==> config.mk <==
export PLATFORM = sky130hd
export DESIGN_NAME = oam_dma_engine
export DESIGN_NICKNAME = d
export VERILOG_FILES = /design/src/rtl/oam_dma_engine.sv
export SDC_FILE = /design/constraint.sdc
export NUM_CORES = 1
export LEC_CHECK = 0
export CELL_PAD_IN_SITES_DETAIL_PLACEMENT = 0
export CELL_PAD_IN_SITES_GLOBAL_PLACEMENT = 2
export CORE_MARGIN = 2
export CORE_UTILIZATION = 33
export DETAILED_ROUTE_END_ITERATION = 10
export GPL_TIMING_DRIVEN = 0
export PLACE_DENSITY_LB_ADDON = 0.1
export SLEW_MARGIN = 20
export SYNTH_ARGS = -nofsm -noshare
export SYNTH_HDL_FRONTEND = slang
export SYNTH_SLANG_ARGS = --single-unit
==> constraint.sdc <==
create_clock -name clk_i -period 3 [get_ports clk_i]
set_clock_uncertainty 0.2 [all_clocks]
set_input_delay 0.45 -clock clk_i [delete_from_list [all_inputs] [get_ports clk_i]]
set_output_delay 0.45 -clock clk_i [all_outputs]
set_load 0.05 [all_outputs]
==> src/rtl/oam_dma_engine.sv <==
// OAM DMA engine: a CPU write to FF46 copies a 160-byte source page into OAM,
// one byte per clock, through a fixed-latency source-read pipeline.
module oam_dma_engine #(
    parameter logic [15:0] OAM_START   = 16'hFE00,
    parameter int          OAM_LEN     = 160,
    parameter int          RD_LATENCY  = 1,
    parameter int          START_DELAY = 1
) (
    input  logic        clk_i,
    input  logic        rst_ni,
    input  logic        reg_wr_i,
    input  logic [7:0]  reg_din_i,
    output logic [7:0]  reg_dout_o,
    output logic [15:0] src_a_o,
    output logic        src_rd_o,
    input  logic [7:0]  src_dout_i,
    output logic [15:0] oam_a_o,
    output logic [7:0]  oam_din_o,
    output logic        oam_wr_o,
    output logic        dma_active_o,
    output logic        done_out_o
);

    localparam logic [7:0] LAST_IDX   = 8'(OAM_LEN - 1);
    localparam logic [1:0] START_LAST = 2'(START_DELAY - 1);

    typedef enum logic [1:0] {
        ST_IDLE  = 2'd0,
        ST_START = 2'd1,
        ST_XFER  = 2'd2,
        ST_DRAIN = 2'd3
    } state_e;

    // Pages E0..FF are echoes of C0..DF and are fetched from the real page.
    function automatic logic [7:0] echo_map(input logic [7:0] v);
        logic [7:0] r;
        if (v >= 8'hE0) begin
            r = v - 8'h20;
        end else begin
            r = v;
        end
        return r;
    endfunction

    state_e      state_q, state_d;
    logic [7:0]  page_q, page_d;
    logic [7:0]  reg_dout_q, reg_dout_d;
    logic [7:0]  rd_idx_q, rd_idx_d;
    logic [1:0]  start_cnt_q, start_cnt_d;
    logic        dma_active_q, dma_active_d;
    logic        done_q, done_d;
    logic        src_rd_q, src_rd_d;
    logic [15:0] src_a_q, src_a_d;
    logic        oam_wr_q, oam_wr_d;
    logic [15:0] oam_a_q, oam_a_d;
    logic [7:0]  oam_din_q, oam_din_d;

    // Entry i of the pipeline holds the read issued i cycles ago; the last
    // stage lines up with the cycle in which src_dout_i carries its byte.
    logic [RD_LATENCY-1:0] pipe_vld_q, pipe_vld_d;
    logic [7:0]            pipe_idx_q [RD_LATENCY];
    logic [7:0]            pipe_idx_d [RD_LATENCY];

    logic       issue_s;
    logic [7:0] issue_page_s;
    logic [7:0] issue_idx_s;
    logic       flush_s;
    logic [7:0] mapped_page_s;
    logic       emerge_vld_s;
    logic [7:0] emerge_idx_s;

    assign mapped_page_s = echo_map(reg_din_i);
    assign emerge_vld_s  = pipe_vld_q[RD_LATENCY-1];
    assign emerge_idx_s  = pipe_idx_q[RD_LATENCY-1];

    // Next-state, read issue, write pipeline and restart handling.
    always_comb begin
        state_d      = state_q;
        page_d       = page_q;
        reg_dout_d   = reg_dout_q;
        rd_idx_d     = rd_idx_q;
        start_cnt_d  = start_cnt_q;
        dma_active_d = dma_active_q;
        done_d       = 1'b0;
        issue_s      = 1'b0;
        issue_page_s = page_q;
        issue_idx_s  = rd_idx_q;
        flush_s      = 1'b0;
        pipe_vld_d   = '0;
        for (int i = 0; i < RD_LATENCY; i++) begin
            pipe_idx_d[i] = pipe_idx_q[i];
        end

        oam_wr_d = emerge_vld_s;
        if (emerge_vld_s) begin
            oam_a_d   = OAM_START + {8'h00, emerge_idx_s};
            oam_din_d = src_dout_i;
        end else begin
            oam_a_d   = 16'h0000;
            oam_din_d = 8'h00;
        end

        case (state_q)
            ST_IDLE: begin
                state_d = ST_IDLE;
            end
            ST_START: begin
                if (start_cnt_q == START_LAST) begin
                    issue_s     = 1'b1;
                    issue_idx_s = 8'h00;
                    rd_idx_d    = 8'h01;
                    state_d     = ST_XFER;
                end else begin
                    start_cnt_d = start_cnt_q + 2'd1;
                end
            end
            ST_XFER: begin
                issue_s = 1'b1;
                if (rd_idx_q == LAST_IDX) begin
                    rd_idx_d = 8'h00;
                    state_d  = ST_DRAIN;
                end else begin
                    rd_idx_d = rd_idx_q + 8'h01;
                end
            end
            ST_DRAIN: begin
                if (pipe_vld_q == '0) begin
                    state_d      = ST_IDLE;
                    dma_active_d = 1'b0;
                    done_d       = 1'b1;
                end else begin
                    state_d = ST_DRAIN;
                end
            end
            default: begin
                state_d      = ST_IDLE;
                dma_active_d = 1'b0;
            end
        endcase

        // A new FF46 write wins over everything, including a finishing drain.
        if (reg_wr_i) begin
            flush_s      = 1'b1;
            page_d       = mapped_page_s;
            reg_dout_d   = reg_din_i;
            rd_idx_d     = 8'h00;
            start_cnt_d  = 2'd0;
            dma_active_d = 1'b1;
            done_d       = 1'b0;
            oam_wr_d     = 1'b0;
            oam_a_d      = 16'h0000;
            oam_din_d    = 8'h00;
            if (START_DELAY == 0) begin
                issue_s      = 1'b1;
                issue_page_s = mapped_page_s;
                issue_idx_s  = 8'h00;
                rd_idx_d     = 8'h01;
                state_d      = ST_XFER;
            end else begin
                issue_s = 1'b0;
                state_d = ST_START;
            end
        end else begin
            flush_s = 1'b0;
        end

        src_rd_d = issue_s;
        if (issue_s) begin
            src_a_d = {issue_page_s, issue_idx_s};
        end else begin
            src_a_d = 16'h0000;
        end

        for (int i = RD_LATENCY - 1; i > 0; i--) begin
            pipe_vld_d[i] = pipe_vld_q[i-1] & ~flush_s;
            pipe_idx_d[i] = pipe_idx_q[i-1];
        end
        pipe_vld_d[0] = issue_s;
        pipe_idx_d[0] = issue_idx_s;
    end

    // State, pipeline and registered outputs.
    always_ff @(posedge clk_i or negedge rst_ni) begin
        if (!rst_ni) begin
            state_q      <= ST_IDLE;
            page_q       <= 8'h00;
            reg_dout_q   <= 8'hFF;
            rd_idx_q     <= 8'h00;
            start_cnt_q  <= 2'd0;
            dma_active_q <= 1'b0;
            done_q       <= 1'b0;
            src_rd_q     <= 1'b0;
            src_a_q      <= 16'h0000;
            oam_wr_q     <= 1'b0;
            oam_a_q      <= 16'h0000;
            oam_din_q    <= 8'h00;
            pipe_vld_q   <= '0;
            for (int i = 0; i < RD_LATENCY; i++) begin
                pipe_idx_q[i] <= 8'h00;
            end
        end else begin
            state_q      <= state_d;
            page_q       <= page_d;
            reg_dout_q   <= reg_dout_d;
            rd_idx_q     <= rd_idx_d;
            start_cnt_q  <= start_cnt_d;
            dma_active_q <= dma_active_d;
            done_q       <= done_d;
            src_rd_q     <= src_rd_d;
            src_a_q      <= src_a_d;
            oam_wr_q     <= oam_wr_d;
            oam_a_q      <= oam_a_d;
            oam_din_q    <= oam_din_d;
            pipe_vld_q   <= pipe_vld_d;
            for (int i = 0; i < RD_LATENCY; i++) begin
                pipe_idx_q[i] <= pipe_idx_d[i];
            end
        end
    end

    assign reg_dout_o   = reg_dout_q;
    assign src_a_o      = src_a_q;
    assign src_rd_o     = src_rd_q;
    assign oam_a_o      = oam_a_q;
    assign oam_din_o    = oam_din_q;
    assign oam_wr_o     = oam_wr_q;
    assign dma_active_o = dma_active_q;
    assign done_out_o   = done_q;

endmodule
# [After elaboration in Yosys (flattened, before gate mapping)]
# Cells that the tools add are included.
# Widths: inputs -> output; s select.
[totals] register_bits=80 input_bits=19 output_inout_bits=52 word_cells=65
[op_classes] addsub=4 n_lt_le_gt_ge=1 n_eq_ne=8 mux=30 n_reduce_logical=9
[ops] op="$mux 8" n=8
[ops] op="$mux 16" n=3
[ops] op="$pmux 8 s2" n=1
[ops] op="$mux 2" n=7
[ops] op="$add 10x9->11 const A" n=1
[ops] op="$mux 1" n=9
[ops] op="$add 8x1->8 const B" n=1
[ops] op="$eq 8x8->1 const B" n=1
[ops] op="$ge 8x8->1 const B" n=1
[ops] op="$pmux 2 s4" n=1
[ops] op="$reduce_and 2->1" n=4
[ops] op="$sub 8x6->8 const B" n=1
[ops] op="$ne 3x3->1 const B" n=2
[ops] op="$eq 2x2->1 const B" n=2
[ops] op="$logic_not 2->1" n=2
[ops] op="$ne 2x2->1 const B" n=2
[ops] op="$reduce_bool 2->1" n=2
[ops] op="$reduce_bool 3->1" n=1
[ops] op="$add 2x1->2 const B" n=1
[ops] op="$eq 2x1->1 const B" n=1
[ops] op="$pmux 1 s2" n=1

# [Depth between registers and ports, before layout]
[logic_depth] depth_word=5 mapped_depth=7

# [Least setup slack after synthesis]
# Ideal clock, no wire load.
[synth_path] path_type="register to register" from="register state_q[0]" to="register rd_idx_q[7]" setup_time_ns=0.077 arrival_ns=1.639 path_slack_ns=1.084 stages_incl_launch_ff=7 n_path_buf=1 cell_sequence="dfrtp_1 ha_1 buf_6 mux2_4 nor2_4 or4_1 a21oi_1"
[synth_via] elab_chain_len=3 elab_cells_between_ends=7
[synth_lines] item="from (decl)" line_no="45" rtl="state_e state_q, state_d;"
[synth_lines] item="from (signal assigned)" line_no="202" rtl="state_q <= state_d;"
[synth_lines] item="$eq 2x2->1 / $eq 2x1->1 (equally long branches)" line_no="103" rtl="case (state_q)"
[synth_lines] item="$pmux 8 s2 (tied with other cells)" line_no="103"
[synth_lines] item="$mux 8 / $reduce_and 2->1 (equally long branches)"
[synth_lines] item="to (signal assigned)" line_no="205" rtl="rd_idx_q <= rd_idx_d;"
[synth_lines] item="to (decl)" line_no="48" rtl="logic [7:0] rd_idx_q, rd_idx_d;"
# Parallel ways exist; a longest one is shown, timed or not.
# A chain may end at the register's enable or synchronous reset.

==> metrics <==
status=complete, no violations; Rows=33; drt first pass iters=4; Top FF cell, synth=dfrtp_1; CTS tree=built; fin worst setup slack=0.629 ns; Setup WS pre-CTS=0.567 ns; Starting Density=0.343; largest net degree at the start of global routing=56; die height=96.8 µm; Port Buf Inserts=69; CTS root buf=clkbuf_8; min Tclk post-route=2.37 ns; Pleak=1.83 nW; number of max-cap violations=0; Final nets=350; Max Fclk=422 MHz; clock sink count=72; Worst-Margin Slew=0.775 ns; H-tree Lvls=3; Hold Path Sink=oam_a_o[6]; Post-synth EDFFs=0; routed len/inst=13.8 µm; Critical Path RT=2.35 ns; Skew-Pair Late Insertion Delay=0.34 ns; slew margin rel.=0.479; Hold Vio Cnt, Final=0; most area-consuming cells after synthesis=dfrtp_1 56%, dfstp_2 7.4%, and2_1 5.1%; Ant. Diodes=0; Syn Area/Cell=11.7 µm²; Power Total=3.12 mW; first-pass GRT wire length=10200 µm; Yosys cell types=40; clock slew at reported path FFs=0.08 ns; reg-to-reg slack, setup=0.78 ns; Clock Path Buffers=2; CP Launch Type=register; core area=8300 µm²; gpl congestion=0.768; Via Count=1966; initial antenna violation count=0; total gr overflow=0; Worst R2R Start=state_q[0]; Hold Path Stages=1; area leader, netlist=dfrtp_1; ys async rst share=1.00; syn_nets=268; layout cell share with drive strength beyond 1=0.130; # setup viols final=0; Area Overhead vs Synth=39.5%; Worst EP arrival=1.72 ns; Syn Inst Count=243; CP endpoint kind=output port; critical path class=register to output port; drt total wl=5990 µm; fin crit share=0.790; Worst Hold Launch=emerge_idx_s[6]; drt drc=0; Chip Width=96.8 µm; Routed Antenna Nets=0; FF-to-FF End=src_a_o[0]; Finished Cell Area=3970 µm²; pwr/cell area=786 nW/µm²; vias in the first global route=1947; CP max FO=8; Die ar.=9370 µm²; worst r2r path cells=5; Hold WS=0.254 ns; Mapped Area=2840 µm²; VDD IR-drop max=0.403 mV; global-route usage over all layers=0.138; Synth Register Bits=72; sequential area share after synthesis=0.637; DP HPWL=4170 µm; pins over their slew limit=0; placed cell areas=3690 µm²; post-detailed-route via-to-cell ratio=4.52; RSZ-0062 raised after global routing=no; worst hold path class=register to register; I/O pin total=71; placed cells=418; Yosys top cell area share=0.563; CTS buffer count=9; post-cts sizing count=0; Starting DRT DRC Count=83; Warnings, synthesis=0; Final Instance Count excl. Fillers=435
-- per-stage QoR --
step / util / TNS (ns)
finish: 0.478 / 0
global route: 0.478 / 0
CTS: 0.478 / 0
detailed placement: 0.445 / 0
global placement: 0.442 / -83.35
floorplan: - / 0
-- logic make-up after synthesis --
logic type	after synthesis	synth area share
other	1	0.00132
buffers and inverters	38	0.0651
DFF	72	0.637
AOI/OAI and AO/OA	39	0.0805
adders and majority gates	6	0.0264
muxes	4	0.0172
and+or+nand+nor	78	0.157
xor gates and xnor gates	5	0.0154
-- timing repair --
action | in CTS | in global routing
endpoints found under the hold margin | 13 | 0
endpoints found under the setup margin | 0 | 0
buffers inserted | 0 | 0
hold buffers | 1 | 0
-- layout make-up --
class	count	area (µm²)
buffer	17	106
clock buffer	9	124
clock inverter	7	143
fill	800	4330
inverter	21	78.8
multi-input combinational	133	846
sequential	72	1810
tap	105	131
timing repair buffer	71	726
-- routing by layer --
| layer | vias up | global-route usage | share of wire | wire, µm |
|---|---|---|---|---|
| met5 | - | 0 | 0 | 0 |
| met4 | 0 | 0.0618 | 0.020 | 119 |
| met3 | 8 | 0.0325 | 0.040 | 240 |
| met2 | 62 | 0.186 | 0.42 | 2490 |
| met1 | 934 | 0.210 | 0.52 | 3140 |
| li1 | 962 | - | - | - |
-- synthesized netlist by cell type (2+ instances only) --
cell type,n
dfrtp_1,64
and2_1,23
inv_1,21
o21ai_0,19
nand2_1,11
and3_1,10
a21oi_1,9
buf_4,9
nand3_1,9
dfstp_2,8
nor4_1,8
nor2_1,7
ha_1,6
clkbuf_1,5
xor2_1,4
mux2_2,3
a21o_1,2
nor2b_1,2
o211ai_1,2
-- state kept, by name, summed over array words and instances, names as in the netlist --
register	flops
start_cnt_q	2
dma_active_o	1
reg_dout_o	8
done_out_o	1
state_q	2
rd_idx_q	8
src_a_o	16
oam_a_o	9
emerge_idx_s	8
issue_page_s	8
emerge_vld_s	1
oam_din_o	8
-- worst max path at each step --
stage                     start               to  slack [ns]  cells past startpoint
floorplan            state_q[0]      rd_idx_q[7]        1.08                      6
CTS                 oam_a_o[14]      oam_a_o[11]        0.59                      2
detailed placement     reg_wr_i  issue_page_s[6]        0.57                      5
finish              oam_a_o[14]       oam_a_o[9]        0.63                      2
global route         state_q[0]       src_a_o[0]        0.53                      5
global placement         rst_ni      rd_idx_q[5]       -1.26                      1
-- worst max-delay path: stages, from the launching register on --
cell	delay (ns)
dfrtp_1	0.45
buf_4	0.14
clkdlybuf4s50_1	0.79
-- placed cells by master, fill, tap and decap left out, drive strengths merged, types with 2 or more instances in the layout --
master,instances
o21ai,19
xor2,4
and3,10
o211ai,2
dfrtp,64
clkinv,2
mux2,4
nor2,8
ha,6
and2,23
clkdlybuf4s50,68
clkbuf,14
nor4,8
nor2b,2
bufinv,4
dfstp,8
a21oi,10
buf,14
a21o,2
inv,22
nand2,11
nand3,9
-- where the power goes --
group          switching [mW]  total [mW]  internal (mW)
clock                   0.375        1.01          0.639
combinational           0.635       0.963          0.327
sequential             0.0668        1.14           1.08
total                    1.08        3.12           2.04
Note: power is estimated with default switching activity, not from simulation.
